**config.mk**
```make
export PLATFORM = sky130hd
export DESIGN_NAME = alu_cmd_issuer
export DESIGN_NICKNAME = d
export VERILOG_FILES = /design/src/rtl/alu_defs_pkg.sv /design/src/rtl/alu_cmd_issuer_fifo.sv /design/src/rtl/alu_cmd_issuer.sv
export SDC_FILE = /design/constraint.sdc
export NUM_CORES = 1
export LEC_CHECK = 0
export CAP_MARGIN = 10
export CORE_UTILIZATION = 48
export DETAILED_ROUTE_END_ITERATION = 16
export GPL_TIMING_DRIVEN = 0
export PLACE_DENSITY = 0.75
export SETUP_SLACK_MARGIN = 0.3
export SLEW_MARGIN = 10
export SYNTH_ARGS = -nofsm -noshare
export SYNTH_HDL_FRONTEND = slang
export SYNTH_SLANG_ARGS = --single-unit
```
**constraint.sdc**
```tcl
create_clock -name clk -period 2 [get_ports clk]
set_input_delay 0.2 -clock clk [delete_from_list [all_inputs] [get_ports clk]]
set_output_delay 0.2 -clock clk [all_outputs]
set_load 0.02 [all_outputs]
```
**src/rtl/alu_defs_pkg.sv**
```systemverilog
// ---------------------------------------------------------------------------
// alu_defs
// Shared definitions for the ALU command issuer slice.
//   OP_ADD/OP_SUB/OP_AND/OP_OR : 2-bit ALU opcode encodings
//   state_t (S_IDLE/S_WAIT/S_RESP) : issuer FSM states
//   CMD_W   : width of one queued command entry
//   cmd_t   : packed layout of a queued command {opcode, a, b, chain}
//   selectOperandA : picks operand a, or the last result when chained
// ---------------------------------------------------------------------------
package alu_defs;

  localparam logic [1:0] OP_ADD = 2'b00;
  localparam logic [1:0] OP_SUB = 2'b01;
  localparam logic [1:0] OP_AND = 2'b10;
  localparam logic [1:0] OP_OR  = 2'b11;

  typedef enum logic [1:0] {
    S_IDLE = 2'd0,
    S_WAIT = 2'd1,
    S_RESP = 2'd2
  } state_t;

  localparam int CMD_W = 9;

  typedef struct packed {
    logic [1:0] opcode;
    logic [2:0] a;
    logic [2:0] b;
    logic       chain;
  } cmd_t;

  // A chained command ignores its own operand a and reuses the low three
  // bits of the most recently captured result instead.
  function automatic logic [2:0] selectOperandA(input cmd_t cmd,
                                                input logic [2:0] lastRes);
    return cmd.chain ? lastRes : cmd.a;
  endfunction

endpackage

```
**src/rtl/alu_cmd_issuer_fifo.sv**
```systemverilog
// ---------------------------------------------------------------------------
// alu_cmd_fifo
// Synchronous first-word fall-through FIFO holding queued ALU commands.
//   clk, rst : clock and synchronous active-high reset
//   push/din : write din when push and not full
//   pop      : drop the head entry when pop and not empty
//   dout     : current head entry (valid whenever empty is low)
//   full, empty, count : occupancy status
// ---------------------------------------------------------------------------
module alu_cmd_fifo #(
  parameter int DEPTH = 4,
  parameter int CMD_W = 9
) (
  input  logic                     clk,
  input  logic                     rst,
  input  logic                     push,
  input  logic                     pop,
  input  logic [CMD_W-1:0]         din,
  output logic [CMD_W-1:0]         dout,
  output logic                     full,
  output logic                     empty,
  output logic [$clog2(DEPTH):0]   count
);

  localparam int PW = $clog2(DEPTH);
  localparam int CW = PW + 1;
  localparam logic [CW-1:0] FULL_CNT = CW'(DEPTH);

  logic [CMD_W-1:0] r_mem [DEPTH];
  logic [PW-1:0]    r_wrPtr;
  logic [PW-1:0]    r_rdPtr;
  logic [CW-1:0]    r_count;
  logic             w_doPush;
  logic             w_doPop;

  // Requests are qualified here so an overflowing push or an underflowing
  // pop can never corrupt the pointers or the occupancy count.
  assign w_doPush = push && !full;
  assign w_doPop  = pop && !empty;

  assign full  = (r_count == FULL_CNT);
  assign empty = (r_count == '0);
  assign count = r_count;
  assign dout  = r_mem[r_rdPtr];

  // Storage array carries no reset; stale entries are unreachable because
  // the pointers and count are cleared.
  always_ff @(posedge clk) begin
    if (w_doPush) begin
      r_mem[r_wrPtr] <= din;
    end
  end

  // Pointers wrap naturally because DEPTH is a power of two. A simultaneous
  // push and pop leaves the count unchanged.
  always_ff @(posedge clk) begin
    if (rst) begin
      r_wrPtr <= '0;
      r_rdPtr <= '0;
      r_count <= '0;
    end else begin
      if (w_doPush) begin
        r_wrPtr <= r_wrPtr + 1'b1;
      end
      if (w_doPop) begin
        r_rdPtr <= r_rdPtr + 1'b1;
      end
      if (w_doPush && !w_doPop) begin
        r_count <= r_count + 1'b1;
      end else if (w_doPop && !w_doPush) begin
        r_count <= r_count - 1'b1;
      end
    end
  end

endmodule

```
**src/rtl/alu_cmd_issuer.sv**
```systemverilog
// ---------------------------------------------------------------------------
// alu_cmd_issuer
// Sequential front end for the 3-bit combinational ALU. Commands arrive over
// a valid/ready handshake into a small FIFO, are driven to the ALU from
// registers, and the 4-bit result is returned over a second handshake.
//   clk, rst                  : clock and synchronous active-high reset
//   cmd_valid/cmd_ready       : command handshake
//   cmd_opcode/cmd_a/cmd_b    : command fields
//   cmd_chain                 : reuse last result[2:0] as operand a
//   alu_a/alu_b/alu_opcode    : registered ALU inputs
//   alu_z                     : combinational ALU result
//   res_valid/res_ready       : result handshake
//   res_data/res_zero         : captured result and its zero flag
//   res_count                 : completed-result counter, wraps at 256
// ---------------------------------------------------------------------------
module alu_cmd_issuer
  import alu_defs::*;
#(
  parameter int DEPTH = 4
) (
  input  logic       clk,
  input  logic       rst,
  input  logic       cmd_valid,
  output logic       cmd_ready,
  input  logic [1:0] cmd_opcode,
  input  logic [2:0] cmd_a,
  input  logic [2:0] cmd_b,
  input  logic       cmd_chain,
  output logic [2:0] alu_a,
  output logic [2:0] alu_b,
  output logic [1:0] alu_opcode,
  input  logic [3:0] alu_z,
  output logic       res_valid,
  input  logic       res_ready,
  output logic [3:0] res_data,
  output logic       res_zero,
  output logic [7:0] res_count
);

  localparam int CW = $clog2(DEPTH) + 1;
  localparam logic [CW-1:0] DEPTH_CNT = CW'(DEPTH);

  state_t           r_state;
  logic [2:0]       r_aluA;
  logic [2:0]       r_aluB;
  logic [1:0]       r_aluOp;
  logic             r_resValid;
  logic [3:0]       r_resData;
  logic             r_resZero;
  logic [7:0]       r_resCount;
  logic [2:0]       r_lastRes;

  cmd_t             w_inCmd;
  cmd_t             w_head;
  logic [CMD_W-1:0] w_headBits;
  logic [CW-1:0]    w_count;
  logic             w_full;
  logic             w_empty;
  logic             w_push;
  logic             w_pop;
  logic [2:0]       w_loadA;

  // cmd_ready looks only at the current count, so a pop in the same cycle
  // never opens the door for a push into a full FIFO.
  assign cmd_ready = (w_count < DEPTH_CNT);
  assign w_push    = cmd_valid && cmd_ready;

  assign w_inCmd = '{opcode: cmd_opcode, a: cmd_a, b: cmd_b, chain: cmd_chain};
  assign w_head  = cmd_t'(w_headBits);
  assign w_loadA = selectOperandA(w_head, r_lastRes);

  // The head is consumed exactly when the FSM loads it: from IDLE, or on a
  // result handshake in RESP for back-to-back issue.
  assign w_pop = !w_empty &&
                 ((r_state == S_IDLE) || ((r_state == S_RESP) && res_ready));

  alu_cmd_fifo #(
    .DEPTH (DEPTH),
    .CMD_W (CMD_W)
  ) u_fifo (
    .clk   (clk),
    .rst   (rst),
    .push  (w_push),
    .pop   (w_pop),
    .din   (w_inCmd),
    .dout  (w_headBits),
    .full  (w_full),
    .empty (w_empty),
    .count (w_count)
  );

  // Issue FSM. IDLE loads the head into the ALU registers, WAIT gives the
  // combinational ALU a full cycle to settle before capture, and RESP holds
  // the result until the consumer takes it. The ALU registers only change
  // on a load, and last_res only changes on a capture, so a chained command
  // always sees the result that was most recently produced.
  always_ff @(posedge clk) begin
    if (rst) begin
      r_state    <= S_IDLE;
      r_aluA     <= '0;
      r_aluB     <= '0;
      r_aluOp    <= '0;
      r_resValid <= 1'b0;
      r_resData  <= '0;
      r_resZero  <= 1'b1;
      r_resCount <= '0;
      r_lastRes  <= '0;
    end else begin
      case (r_state)
        S_IDLE: begin
          if (!w_empty) begin
            r_aluA  <= w_loadA;
            r_aluB  <= w_head.b;
            r_aluOp <= w_head.opcode;
            r_state <= S_WAIT;
          end
        end
        S_WAIT: begin
          r_resData  <= alu_z;
          r_resZero  <= (alu_z == 4'd0);
          r_lastRes  <= alu_z[2:0];
          r_resValid <= 1'b1;
          r_state    <= S_RESP;
        end
        S_RESP: begin
          if (res_ready) begin
            r_resValid <= 1'b0;
            r_resCount <= r_resCount + 8'd1;
            if (!w_empty) begin
              r_aluA  <= w_loadA;
              r_aluB  <= w_head.b;
              r_aluOp <= w_head.opcode;
              r_state <= S_WAIT;
            end else begin
              r_state <= S_IDLE;
            end
          end
        end
        default: begin
          r_state <= S_IDLE;
        end
      endcase
    end
  end

  assign alu_a      = r_aluA;
  assign alu_b      = r_aluB;
  assign alu_opcode = r_aluOp;
  assign res_valid  = r_resValid;
  assign res_data   = r_resData;
  assign res_zero   = r_resZero;
  assign res_count  = r_resCount;

endmodule

```
==> results of run 1 <==
-- power by group --
group / switching, mW / internal (mW) / leakage [nW]
Sequential: 0.149 / 1.75 / 0.602
Combinational: 0.709 / 0.724 / 0.548
Clock: 0.511 / 0.574 / 0.0939
-- final timing paths --
check,from,to,slack [ns],cells past startpoint
worst min register to register,res_data[3],res_data[3],0.45,2
worst max-delay path,u_fifo.count[2],u_fifo.count[2],0.13,8
worst max register to register,u_fifo.count[2],u_fifo.count[2],0.13,8
worst min-delay path,alu_z[2],res_data[2],0.43,3
-- worst max-delay path, stage by stage (launching register included) --
cell and delay (ns):
dfxtp_4 0.36, and2b_2 0.22, buf_8 0.12, ha_4 0.14, inv_2 0.03, fa_2 0.32, xor2_1 0.17, or3_4 0.33
a21oi_2 0.11
-- cell usage after synthesis --
master	number	area [um2]
or3_1	1	6.260
or3b_2	1	8.760
xnor2_1	3	26.28
and3_1	2	12.51
and2_1	4	25.02
and2b_2	1	8.760
nand2_1	19	71.32
a211oi_1	3	22.52
clkbuf_1	4	15.01
mux4_1	6	157.7
a21oi_1	13	65.06
clkbuf_2	1	5.000
inv_2	1	3.750
edfxtp_1	36	1081
nor3_1	1	5.000
nor3_2	1	10.01
nor2b_1	2	12.51
buf_6	1	11.26
mux2i_1	5	50.05
nor2_1	21	78.83
or4_1	1	7.510
mux4_2	3	67.56
inv_1	5	18.77
nor3_4	1	16.27
ha_1	6	75.07
buf_2	2	10.01
o21ai_0	2	10.01
dfxtp_1	33	660.6
nand4_1	5	31.28
xor2_1	8	70.07
nand2b_1	1	6.260
fa_1	1	20.02
and3b_1	1	8.760
a211o_1	1	8.760
or3_2	1	7.510
-- logic make-up after synthesis --
group / synth area share, %
flip-flops: 64.62
AND/OR/NAND/NOR: 11.75
AO/OA/AOI/OAI: 3.946
buffers and inverters: 2.367
multiplexers: 10.21
XOR/XNOR: 3.575
adder cells (fa/ha/maj): 3.528
-- per-layer routing --
layer,vias to the layer above,GRT usage [%],part of all wire [%]
li1,817,-,-
met1,793,22.46,45
met2,46,28.04,48
met3,11,4.881,4.8
met4,0,11.73,2.2
met5,-,0,0
-- flip-flops by register name, summed over array words and instances, names as in the netlist, named ones only --
register,cells
u_fifo.count,3
u_fifo.r_mem,36
alu_b,3
u_fifo.r_wrPtr,2
res_zero,1
res_data,4
res_valid,1
alu_a,3
u_fifo.r_rdPtr,2
alu_opcode,2
r_state,2
res_count,8
-- final cells by class --
cell class | count | area, um2 | share of cell area [%]
Buffer | 8 | 52.55 | 1.516
Tap cell | 70 | 87.58 | 2.526
Clock buffer | 10 | 127.6 | 3.681
Inverter | 6 | 25.02 | 0.7218
Multi-Input combinational cell | 114 | 925.9 | 26.71
Sequential cell | 69 | 1754 | 50.60
Clock inverter | 6 | 63.81 | 1.840
Timing Repair Buffer | 44 | 430.4 | 12.41
-- per-stage QoR --
stage | area (um2) | hold WS [ns] | cells
after CTS | 3455 | 0.4223 | 326
final | 3467 | 0.4313 | 327
after floorplan | 2734 | 0.2793 | 197
after global routing | 3467 | 0.4413 | 327
after detailed placement | 3212 | 0.4481 | 306
after global placement | 3212 | 0.4414 | 306
-- timing repair --
| item | 4_1_cts | 5_1_grt |
|---|---|---|
| endpoints found under the setup margin | 2 | 3 |
| resized for setup | 7 | 3 |
| buffers inserted | 4 | 1 |
| pin swaps | 6 | 5 |
==> results.md, run 1 <==
- Reg clk slew, reported paths: 0.08 ns
- ANT cells: 0
- Via/cell ratio: 5.098
- First-pass GRT wire length: 7.886 mm
- Cts hold-fix bufs: 0
- Pwr dens: 1273 nW/um2
- Period minus WS final: 1.869 ns
- Slew Viols, Final: 0
- Status: finished clean
- Max-slew headroom: 62.98%
- Max-cap violations: 0
- Cts bufs inserted: 9
- Area growth, synth to finish: 28.64%
- Detailed placement HPWL: 3.177 mm
- Syn_area_per_cell: 13.68 um2
- Die height: 76.93 um
- HP Class: primary input to register
- Synthesized flop and latch total: 69
- Register area share after synthesis: 64.62%
- FMAX: 535.0 MHz
- Largest net degree at the start of global routing: 13
- H-tree levels: 3
- Port Buffers: 39
- Die width: 76.93 um
- Worst-margin pin slew: 0.5553 ns
- Fill count: 414
- Crit path max fanout: 8
- Ports: 40
- Post-Syn Instances: 197
- DRC: 0
- VDD IR max: 0.0007902 V
- Share of cells above drive strength 1: 16.34%
- Critical Path RT: 2.26 ns
- Total Power: 4.413 mW
- CTS Buffer Depth: 2
- Commonest non-fill, non-tap cell in the layout: clkdlybuf4s50_1
- Via count: 1667
- Setup TNS: 0 ns
- Post-Synthesis Net Count: 221
- RSZ-0062 raised after global routing: true
- # rows: 26
- Critical Path Start Type: register
- Die Outline Area: 5918 um2
- Pre-CTS setup slack: -0.3079 ns
- Most frequent cells in the layout: clkdlybuf4s50_1 (38), edfxtp_1 (36), dfxtp_1 (29)
- Clock Latency Late Sink: 0.34 ns
- Core box area: 5270 um2
- Clock sinks: 69
- Setup Viol. Count Final: 0
- Routed WL: 4.785 mm
- Clk root buf: clkbuf_8
- Worst EP arrival: 2.13 ns
- Worst setup margin: 0.1309 ns
- Final-report hold violation count: 0
- Count of cell types in the netlist: 35
- Crit end category: register
- Initial antenna violation count: 0
- Number of global-route vias before repair: 1594
- Initial DRC count: 58
- Total GRT Usage: 18.17%
- Worst setup path class: register to register
- Total gr overflow: 0
- Synth warnings: 0
- Setup Skew: 0.009208 ns
- First-pass iteration count of the detailed router: 4
- Mapped Area: 2695 um2
- CTS tree: built
- Layout Nets: 276
- Fin util: 65.79%
- Period Utilization, post-route: 93.46%
- Pleak: 1.244 nW
- Final Wtd Congestion: 0.7563
- Routed Antenna Nets: 0
- Initial core utilization: 51.14%
- DR WL/cell: 14.63 um
No activity file was read; power rests on OpenSTA's default activity.
==> inputs of run 2 (changes only) <==
--- a/config.mk
+++ b/config.mk
@@ -8,6 +8,7 @@
 export CAP_MARGIN = 10
 export CORE_UTILIZATION = 48
 export DETAILED_ROUTE_END_ITERATION = 16
+export GPL_ROUTABILITY_DRIVEN = 0
 export GPL_TIMING_DRIVEN = 0
 export PLACE_DENSITY = 0.75
 export SETUP_SLACK_MARGIN = 0.3
==> results of run 2 <==
Final layout, timing and power as in run 1 (identical DEF).
==> inputs of run 3 (changes only) <==
--- a/config.mk
+++ b/config.mk
@@ -6,13 +6,16 @@
 export NUM_CORES = 1
 export LEC_CHECK = 0
 export CAP_MARGIN = 10
-export CORE_UTILIZATION = 48
+export CELL_PAD_IN_SITES_DETAIL_PLACEMENT = 0
+export CELL_PAD_IN_SITES_GLOBAL_PLACEMENT = 1
+export CORE_UTILIZATION = 39
 export DETAILED_ROUTE_END_ITERATION = 16
 export GPL_ROUTABILITY_DRIVEN = 0
 export GPL_TIMING_DRIVEN = 0
-export PLACE_DENSITY = 0.75
+export PLACE_DENSITY_LB_ADDON = 0.1
 export SETUP_SLACK_MARGIN = 0.3
 export SLEW_MARGIN = 10
 export SYNTH_ARGS = -nofsm -noshare
 export SYNTH_HDL_FRONTEND = slang
 export SYNTH_SLANG_ARGS = --single-unit
+export TNS_END_PERCENT = 20
==> run 3 against run 2 <==
Via count fell by 1.3%; setup slack lost 0.025 ns; count of clock-buffer cells in the layout down 1; combinational power about the same; core utilization is 12 points lower.
==> results.md, run 3 (synthesis results as in run 1) <==
- Status: finished clean
- Setup TNS: 0 ns (unchanged)
- Cell Chain, Critical Path: nor3_4, nor3_4, inv_4, ha_4, inv_2, fa_2, xor2_1, or3_4, a21oi_2
- VDD IR max: 0.0005768 V (-27%)
- Detailed placement HPWL: 3.208 mm (+0.97%)
- Pleak: 1.250 nW (+0.52%)
- Clock sinks: 69 (unchanged)
- First-pass GRT wire length: 7.548 mm (-4.3%)
- Clock Latency Late Sink: 0.34 ns (about the same)
- Port Buffers: 39 (unchanged)
- RSZ-0062 raised after global routing: true
- Core box area: 6495 um2 (+23%)
- Fill count: 565 (+36%)
- Crit path max fanout: 3 (-5)
- HP Class: primary input to register
- Fin util: 53.59% (-12 points)
- DR WL/cell: 14.24 um (-2.7%)
- FMAX: 527.9 MHz (-1.3%)
- Most frequent cells in the layout: clkdlybuf4s50_1 (39), edfxtp_1 (36), dfxtp_1 (29)
- Routed Antenna Nets: 0 (unchanged)
- Area growth, synth to finish: 29.16%
- Period minus WS final: 1.894 ns (+0.02524 ns)
- DRC: 0 (unchanged)
- Total GRT Usage: 14.26% (-3.9 points)
- Ports: 40 (unchanged)
- Critical path's slowest cell: dfxtp_4
- Critical Path RT: 2.26 ns (about the same)
- ANT cells: 0 (unchanged)
- Worst hold endpoint: res_data[3]
- Initial DRC count: 52 (-10%)
- Reg2reg setup slack: 0.11 ns (-0.03 ns)
- Cts bufs inserted: 9 (unchanged)
- Initial antenna violation count: 0 (unchanged)
- Max-slew headroom: 59.90% (-3.1 points)
- Non-Filler Instances: 334 (+2.1%)
- Die height: 85.13 um (+11%)
- Max-cap violations: 0 (unchanged)
- First-pass iteration count of the detailed router: 4 (unchanged)
- Die width: 85.13 um (+11%)
- Pwr dens: 1295 nW/um2 (+1.8%)
- Total gr overflow: 0 (unchanged)
- Worst setup margin: 0.1056 ns (-0.02524 ns)
- Period Utilization, post-route: 94.72% (+1.3 points)
- Critical Path Start Type: register
- Commonest non-fill, non-tap cell in the layout: clkdlybuf4s50_1
- Layout Nets: 276 (unchanged)
- Worst r2r dst: u_fifo.count[2]
- Min-Delay Path Depth: 3 (unchanged)
- Placed Instances: 313 (+2.3%)
- Via count: 1645 (-1.3%)
- Most common cell on crit path: nor3_4
- CTS Buffer Depth: 2 (unchanged)
- Worst-margin pin slew: 0.6015 ns (+0.04617 ns)
- Reg with most FFs: u_fifo.r_mem
- Crit Reg-Reg Startpoint: u_fifo.count[1]
- Final-report hold violation count: 0 (unchanged)
- Die Outline Area: 7247 um2 (+22%)
- # rows: 29 (+12%)
- Worst R2R Path Depth: 9 (+1)
- Setup Skew: 0.008060 ns (-0.001147 ns)
- CTS tree: built
- Crit end category: register
- H-tree levels: 3 (unchanged)
- Reg clk slew, reported paths: 0.08 ns (about the same)
- Largest net degree at the start of global routing: 13 (unchanged)
- Worst EP arrival: 2.15 ns (+0.02 ns)
- Max incr delay on CP: 0.36 ns (about the same)
- Max reg flops: 36 (unchanged)
- Worst hold start: alu_z[3]
- Routed WL: 4.757 mm (-0.59%)
- Via/cell ratio: 4.925 (-3.4%)
- Number of global-route vias before repair: 1486 (-6.8%)
- Clk root buf: clkbuf_8
- Worst setup path class: register to register
- Setup Viol. Count Final: 0 (unchanged)
- Initial core utilization: 41.49% (-9.6 points)
- Pre-CTS setup slack: -0.3527 ns (-0.04482 ns)
- Slew Viols, Final: 0 (unchanged)
- Cts hold-fix bufs: 0 (unchanged)
- Share of cells above drive strength 1: 16.73% (+0.39 points)
run 3: power by group:
group	total, mW	switching (mW)	internal (mW)
sequential	1.89	0.142	1.74
clock	1.20	0.501	0.695
combinational	1.43	0.712	0.717
run 3: through the flow:
stage          area, um2  hold WS [ns]  power (mW)
3_3_place_gp        3216        0.4479       3.248
4_1_cts             3472        0.4181       4.556
6_report            3481        0.4306       4.509
5_1_grt             3481        0.4511       4.758
3_5_place_dp        3216        0.4496       3.257
2_1_floorplan       2729        0.2793       2.806
run 3: metal layers:
| layer | global-route usage [%] | vias up | share of wire, % |
|---|---|---|---|
| li1 | - | 822 | - |
| met1 | 18.80 | 777 | 48 |
| met2 | 21.11 | 39 | 45 |
| met3 | 5.156 | 7 | 5.3 |
| met4 | 6.471 | 0 | 1.7 |
| met5 | 0 | - | 0 |
run 3: worst max-delay path by stage:
stage / from / end / depth (start not counted)
floorplan: u_fifo.count[1] / u_fifo.count[2] / 9
finish: u_fifo.count[1] / u_fifo.count[2] / 9
detailed placement: res_ready / u_fifo.count[2] / 10
CTS: u_fifo.count[2] / u_fifo.count[2] / 9
global route: u_fifo.count[1] / u_fifo.count[2] / 9
global placement: res_ready / u_fifo.count[2] / 10
run 3: layout make-up:
cell class	count	area, um2	area share, %
Clock buffer	9	123.9	3.559
Clock inverter	7	90.09	2.588
Tap cell	77	96.34	2.768
Sequential cell	69	1752	50.32
Multi-Input combinational cell	114	920.9	26.46
Buffer	8	45.04	1.294
Timing Repair Buffer	44	427.9	12.29
Inverter	6	25.02	0.7189
run 3: timing repair:
action	CTS	global route
buffers inserted	4	1
resized for setup	5	2
setup endpoints to repair	2	3
pin swaps	6	3
gates cloned	0	0
run 3: critical path: cells and delay by family (launching register included):
kind / cells / cell delay [ns]
and+or+nand+nor: 3 / 0.63
adders and majority gates: 2 / 0.45
xor gates and xnor gates: 1 / 0.15
buffers and inverters: 2 / 0.11
DFF: 1 / 0.36
AOI/OAI and AO/OA: 1 / 0.12
